--- src/rtl/lfsr_gen.sv ---
// rtl/lfsr_gen.sv - Fibonacci/Galois LFSR with seed load, zero-state recovery and period measurement
module lfsr_gen #(
    parameter int               WIDTH = 8,
    parameter logic [WIDTH-1:0] TAPS  = WIDTH'(8'hB8),
    parameter logic [WIDTH-1:0] SEED  = WIDTH'(1)
) (
    input  logic             clk,
    input  logic             rst,
    input  logic             en,
    input  logic             load,
    input  logic [WIDTH-1:0] seed_in,
    input  logic             mode,
    output logic [WIDTH-1:0] out,
    output logic             bit_out,
    output logic             wrap,
    output logic [WIDTH-1:0] period,
    output logic             lockup
);

    logic [WIDTH-1:0] active_seed;
    logic [WIDTH-1:0] cnt;
    logic [WIDTH-1:0] fib_next;
    logic [WIDTH-1:0] gal_next;
    logic [WIDTH-1:0] step_next;
    logic             fib_fb;
    logic             cnt_max;
    logic             out_zero;

    always_comb begin
        fib_fb    = ^(out & TAPS);
        fib_next  = {out[WIDTH-2:0], fib_fb};
        gal_next  = (out >> 1) ^ (out[0] ? TAPS : '0);
        step_next = mode ? gal_next : fib_next;
        cnt_max   = &cnt;
        out_zero  = (out == '0);
    end

    assign bit_out = out[0];

    // wrap and lockup default low each edge so every event yields a single-cycle pulse
    always_ff @(posedge clk or posedge rst) begin
        if (rst) begin
            out         <= SEED;
            active_seed <= SEED;
            cnt         <= '0;
            period      <= '0;
            wrap        <= 1'b0;
            lockup      <= 1'b0;
        end else begin
            wrap   <= 1'b0;
            lockup <= 1'b0;
            if (load) begin
                cnt <= '0;
                if (seed_in != '0) begin
                    out         <= seed_in;
                    active_seed <= seed_in;
                end else begin
                    out         <= SEED;
                    active_seed <= SEED;
                    lockup      <= 1'b1;
                end
            end else if (en) begin
                if (out_zero) begin
                    // all-zero is a dead state for an XOR LFSR; restart from the seed
                    out         <= SEED;
                    active_seed <= SEED;
                    cnt         <= '0;
                    lockup      <= 1'b1;
                end else begin
                    out <= step_next;
                    if (step_next == active_seed) begin
                        wrap <= 1'b1;
                        cnt  <= '0;
                        if (!cnt_max) begin
                            period <= cnt + 1'b1;
                        end
                    end else if (!cnt_max) begin
                        cnt <= cnt + 1'b1;
                    end
                end
            end
        end
    end

endmodule

--- config.mk ---
export PLATFORM = sky130hd
export DESIGN_NAME = lfsr_gen
export DESIGN_NICKNAME = d
export VERILOG_FILES = /design/src/rtl/lfsr_gen.sv
export SDC_FILE = /design/constraint.sdc
export NUM_CORES = 1
export LEC_CHECK = 0
export BUFFER_PORTS_ARGS = -buffer_cell sky130_fd_sc_hd__buf_2
export CORE_MARGIN = 5
export CORE_UTILIZATION = 45
export DETAILED_ROUTE_END_ITERATION = 8
export GPL_TIMING_DRIVEN = 1
export PLACE_DENSITY_LB_ADDON = 0.12
export SYNTH_ARGS = -nofsm -noshare
export SYNTH_HDL_FRONTEND = slang
export SYNTH_SLANG_ARGS = --single-unit
--- constraint.sdc ---
create_clock -name clk -period 2.23 [get_ports clk]
set_input_delay 0.446 -clock clk [delete_from_list [all_inputs] [get_ports clk]]
set_output_delay 0.446 -clock clk [all_outputs]
set_load 0.005 [all_outputs]
---- Word level (Yosys, flattened, before mapping) ----
Index checks and enable logic that the tools add are counted.
W data, S select, Z words.
word-level totals
  register bits ........................... 34
  output and inout port bits .............. 19
  word-level logic and storage cells ...... 44
operators by class
  add/subtract/negate cells ............... 1
  equality and inequality tests ........... 2
  muxes and demuxes ....................... 22
  bitwise logic cells ..................... 4
  reductions and logical operators ........ 9
operators by type and width
  kind                   count
  $mux W8                14
  $add A8 B1 Y8 const B  1
  $eq A8 B8 Y1           1
  $logic_not A8 Y1       1
  $mux W1                8
  $reduce_and A8 Y1      1
  $reduce_bool A8 Y1     1
  $reduce_xor A8 Y1      1
  $xor A7 B8 Y8          1
  $reduce_and A5 Y1      1
  $ne A4 B2 Y1 const B   1
  $reduce_and A2 Y1      2
  $reduce_bool A2 Y1     2
  $not A1 Y1             3

---- Longest topological paths before layout ----
  word-level depth ........................ 8
  gate-level depth with buffers ........... 9
  mapped depth without buffers ............ 8

---- Worst setup path before layout ----
Ideal clock, no wire load.
  path kind ............................... flip-flop to flip-flop
  start point ............................. register out[4]
  end point ............................... register cnt[6]
  data arrival time ....................... 2.093 ns
  data required time ...................... 2.088 ns
  path slack .............................. -0.005 ns
  cell stages (with the launch flop) ...... 10
  buffers on the path ..................... 1
  clock period less this slack ............ 2.235 ns
  path through ............................ dfrtp_1 -> inv_1 -> ha_1 -> xor3_1 -> a21boi_1 -> xnor2_1 -> nor4_4 -> buf_2 -> nand2b_1 -> a211oi_1
on the way
  longest elaborated chain between the ends .. 7
  elaborated cells between the ends (all ways) .. 11
ends and longest elaborated chain
  what                                                RTL line  source
  from (decl)                                         13        output logic [WIDTH-1:0] out,
  from (signal assigned)                              55        out <= seed_in;
  from (signal assigned)                              70        out <= step_next;
  $reduce_xor A8 Y1 or $xor A7 B8 Y8 (tied branches)  30, 32
  $mux W8                                             33        step_next = mode ? gal_next : fib_next;
  $eq A8 B8 Y1                                        71        if (step_next == active_seed) begin
  $mux W8                                             71
  $mux W8                                             63        if (out_zero) begin
  $mux W8                                             62        end else if (en) begin
  $mux W8                                             52        if (load) begin
  to (signal assigned)                                78        cnt <= cnt + 1'b1;
  to (decl)                                           21        logic [WIDTH-1:0] cnt;
Several ways; a longest one is shown, not always the timed one. The select of a mux whose other input is x is not followed.
A chain may end at the register's enable or synchronous reset.

---- Worst setup path after layout ----
  start point ............................. register out[4]
  end point ............................... register period[7]
on the way
  longest elaborated chain between the ends .. 4
  elaborated cells between the ends (all ways) .. 7
ends and longest elaborated chain
  what                                                RTL line  source
  $reduce_xor A8 Y1 or $xor A7 B8 Y8 (tied branches)  30, 32
  $mux W8                                             33
  $eq A8 B8 Y1                                        71
  $reduce_and A5 Y1 (no source line) *                -
  to (signal assigned)                                75        period <= cnt + 1'b1;
  to (decl)                                           16        output logic [WIDTH-1:0] period,
Mark *: on every way between the ends. The rest lies on a longest branch, timed or not.

==> out/results.tsv <==
stage	metric	value	unit
status	status	finished with violations	
status	failed_checks	negative setup slack	
floorplanning	io-pin-count	32	
timing	final.setup_skew	0.00451	ns
timing	report.final.slew_viol_count	0	
cts	cts.sinks	34	
route	via_per_inst	5.44	
route	drt_drc_violations_left	0	
timing	slew_headroom	66.8	%
setup_path	path_delay_family	simple AND/OR/NAND/NOR gates	
timing	worstMarginPinSlew	0.494	ns
setup_path	arrival	2.48	ns
placed_design	post-place-ws	-0.156	ns
global_routing	grt.total_usage	17.0	%
global_routing	antenna_found_initial	0	
setup_path	cpMaxStageDelayCell	dfrtp_1	
floorplanning	rows	24	
floorplanning	initial_core_util	46.3	%
setup_path	critPathRequiredTime	2.40	ns
setup_path	cpPeakStageDelay	0.40	ns
cts	cts_made_buffers	5	
final_layout	final_area	2500	um^2
timing	setup_viol	17	
global_routing	grt-ovfl-total	0	
hold_path	min-delay-path-class	in2async	
setup_path	cpMostUsedCell	buf_4	
floorplanning	die_h	76.7	um
setup_path	path_buf_inv	2	
placed_design	placed_cell_area	2320	um^2
cts	hold_buffers	0	
route	first_pass_iters	4	
logic_synthesis	synthesis.area	2000	um^2
timing	max_freq	433	MHz
logic_synthesis	ys.flop_type	dfrtp_1	
logic_synthesis	async_flop_share	100	%
placed_design	gp_congestion	0.825	
placed_design	dpl.cell_count	298	
logic_synthesis	synth.distinct_cells	46	
floorplanning	core_area	4320	um^2
cts	cts_buffer_depth	2	
route	ant_nets	0	
pwr	power.total	1.59	mW
cts	clock_latency	0.29	ns
logic_synthesis	synth_top_cells_by_area	dfrtp_1 (40%), nand2_1 (5.3%), xnor2_1 (3.9%)	
timing	rsz0062_at_grt	yes	
floorplanning	die-area	5880	um^2
final_layout	nFillCells	406	
cts	path_clk_slew	0.07	ns
final_layout	drive_gt1_share	32.7	%
route	wl	4860	um
global_routing	grt_pass1_wl	8130	um
global_routing	grt_max_degree	35	
timing	fin_ws	-0.0793	ns
logic_synthesis	synth.avg_cell_area	9.58	um^2
logic_synthesis	synth_top_area_cell	dfrtp_1	
route	wire_per_inst	15.6	um
timing	final.period_utilization	104	%
logic_synthesis	syn_nets	224	
final_layout	multi_input_area	1100	um^2
timing	layout_min_cycle_time	2.31	ns
placed_design	dp_hpwl	3490	um
global_routing	grt_pass1_vias	1619	
flow_run	max-cap-violations	0	
pwr	power_leakage	1.25	nW
final_layout	layoutNonFillerInstCount	312	
setup_path	critical_path.endpoint_type	flop	
pwr	power_density	634	nW/um^2
logic_synthesis	yosysSeqAreaShare	42.6	%
logic_synthesis	syn_inst	209	
route	drtIter0Drc	93	
timing	setup_tns	-0.724	ns
final_layout	seqCellArea	855	um^2
final_layout	area_growth	25.0	%
setup_path	worstPathMaxFanout	7	
setup_path	cp_cell_sequence	buf_4 -> buf_4 -> xnor2_2 -> a21oi_2 -> or3_4 -> nor4_4 -> nand4_4 -> mux2_4	
setup_path	rr_worst_depth	8	
setup_path	critPathKind	reg2reg	
final_layout	diodes	0	
logic_synthesis	synth_edf_count	0	
timing	holdWs	0.243	ns
setup_path	cp.depth	8	
logic_synthesis	yosysWarnings	0	
placed_design	port_buffers	31	
cts	cts_tree	yes	
pwr	peakVddDrop	0.347	mV
final_layout	nets	274	
final_layout	utilization	57.9	%
floorplanning	die_w	76.7	um
setup_path	critPathLaunchType	flop	
logic_synthesis	synth_top_area_share	40.0	%
logic_synthesis	synth_seq_cells	34	
cts	cts_root_buf	clkbuf_8	
cts	htree_levels	2	
route	via_count	1697	
timing	hold_viol	0	
==> layer usage <==
layer  vias to the layer above  wire (um)  GRT usage [%]
li1                        839          -              -
met1                       810       2310           24.3
met2                        44       2200           25.0
met3                         4        293           4.45
met4                         0         49           5.24
met5                         -          0              0
==> cell usage in the layout, fill, tap and decap left out, types with 3 or more instances in the layout <==
cell       Yosys  routed
o21ai_0        9       8
buf_2          4      31
mux2i_1        6       6
a21oi_1       12      11
dfrtp_1       32      31
and3_1         4       4
nand2_1       28      28
a211oi_1       6       6
nor2b_1        3       3
nand3_1        6       6
clkbuf_8       0       5
a2111oi_0      3       3
xor2_1         9       9
mux2_2         6       5
buf_4          1      23
inv_1          9       7
xnor2_1        9       7
nand4_1        3       3
nor2_1        10      10
==> flip-flops by register name, summed over array words and instances, names as in the netlist <==
register,cells
lockup,1
cnt,8
period,8
out,8
active_seed,8
wrap,1
==> layout make-up <==
class	instances	share of cell area, %
Clock inverter	2	0.550
Sequential cell	34	34.2
Inverter	9	1.35
Timing Repair Buffer	56	14.3
Tap cell	52	2.60
Multi-Input combinational cell	153	44.1
Clock buffer	6	2.90
==> tightest hold or removal path: cells and delay by family <==
kind | cells | cell delay, ns
buf+inv | 3 | 0.51
==> final timing paths <==
kind	startpoint	to	slack (ns)
max	out[4]	period[7]	-0.08
min	rst	active_seed[7]	0.24
max reg2reg	out[4]	period[7]	-0.08
min reg2reg	period[4]	period[4]	0.50
max in group asynchronous	rst	out[0]	1.65
min in group clk	seed_in[5]	active_seed[5]	0.40
==> cells in the mapped netlist, types with 2 or more instances <==
master      n
a2111oi_0   3
a211oi_1    6
a21o_1      2
a21oi_1    12
a22o_1      2
a31oi_1     2
and2_1      2
and3_1      4
buf_1       2
buf_2       4
clkbuf_1    6
dfrtp_1    32
dfstp_2     2
ha_1        2
inv_1       9
mux2_2      6
mux2i_1     6
nand2_1    28
nand2b_1    3
nand3_1     6
nand4_1     3
nand4b_1    2
nor2_1     10
nor2b_1     3
nor3_1      2
nor4_1      2
o21ai_0     9
o2bb2ai_1   2
o31ai_1     2
or3_1       2
xnor2_1     9
xor2_1      9
xor3_1      2
==> power breakdown <==
part           internal [mW]  total, mW  switching (mW)
Sequential             0.671      0.726          0.0553
Clock                  0.220      0.452           0.232
Combinational          0.205      0.409           0.203
==> cells by family after synthesis <==
kind of cell,synth area share [%]
xor+xnor,10.3
buf+inv,4.56
mux,6.37
compound gates,16.0
fa+ha+maj,1.25
flops,42.6
simple gates,18.9
==> timing repair <==
action / in CTS / in global routing
setup buffers: 0 / 5
resized for setup: 2 / 12
cloned: 0 / 1
pin swaps: 0 / 6
setup endpoints to repair: 12 / 18
(Power assumes the default switching activity.)
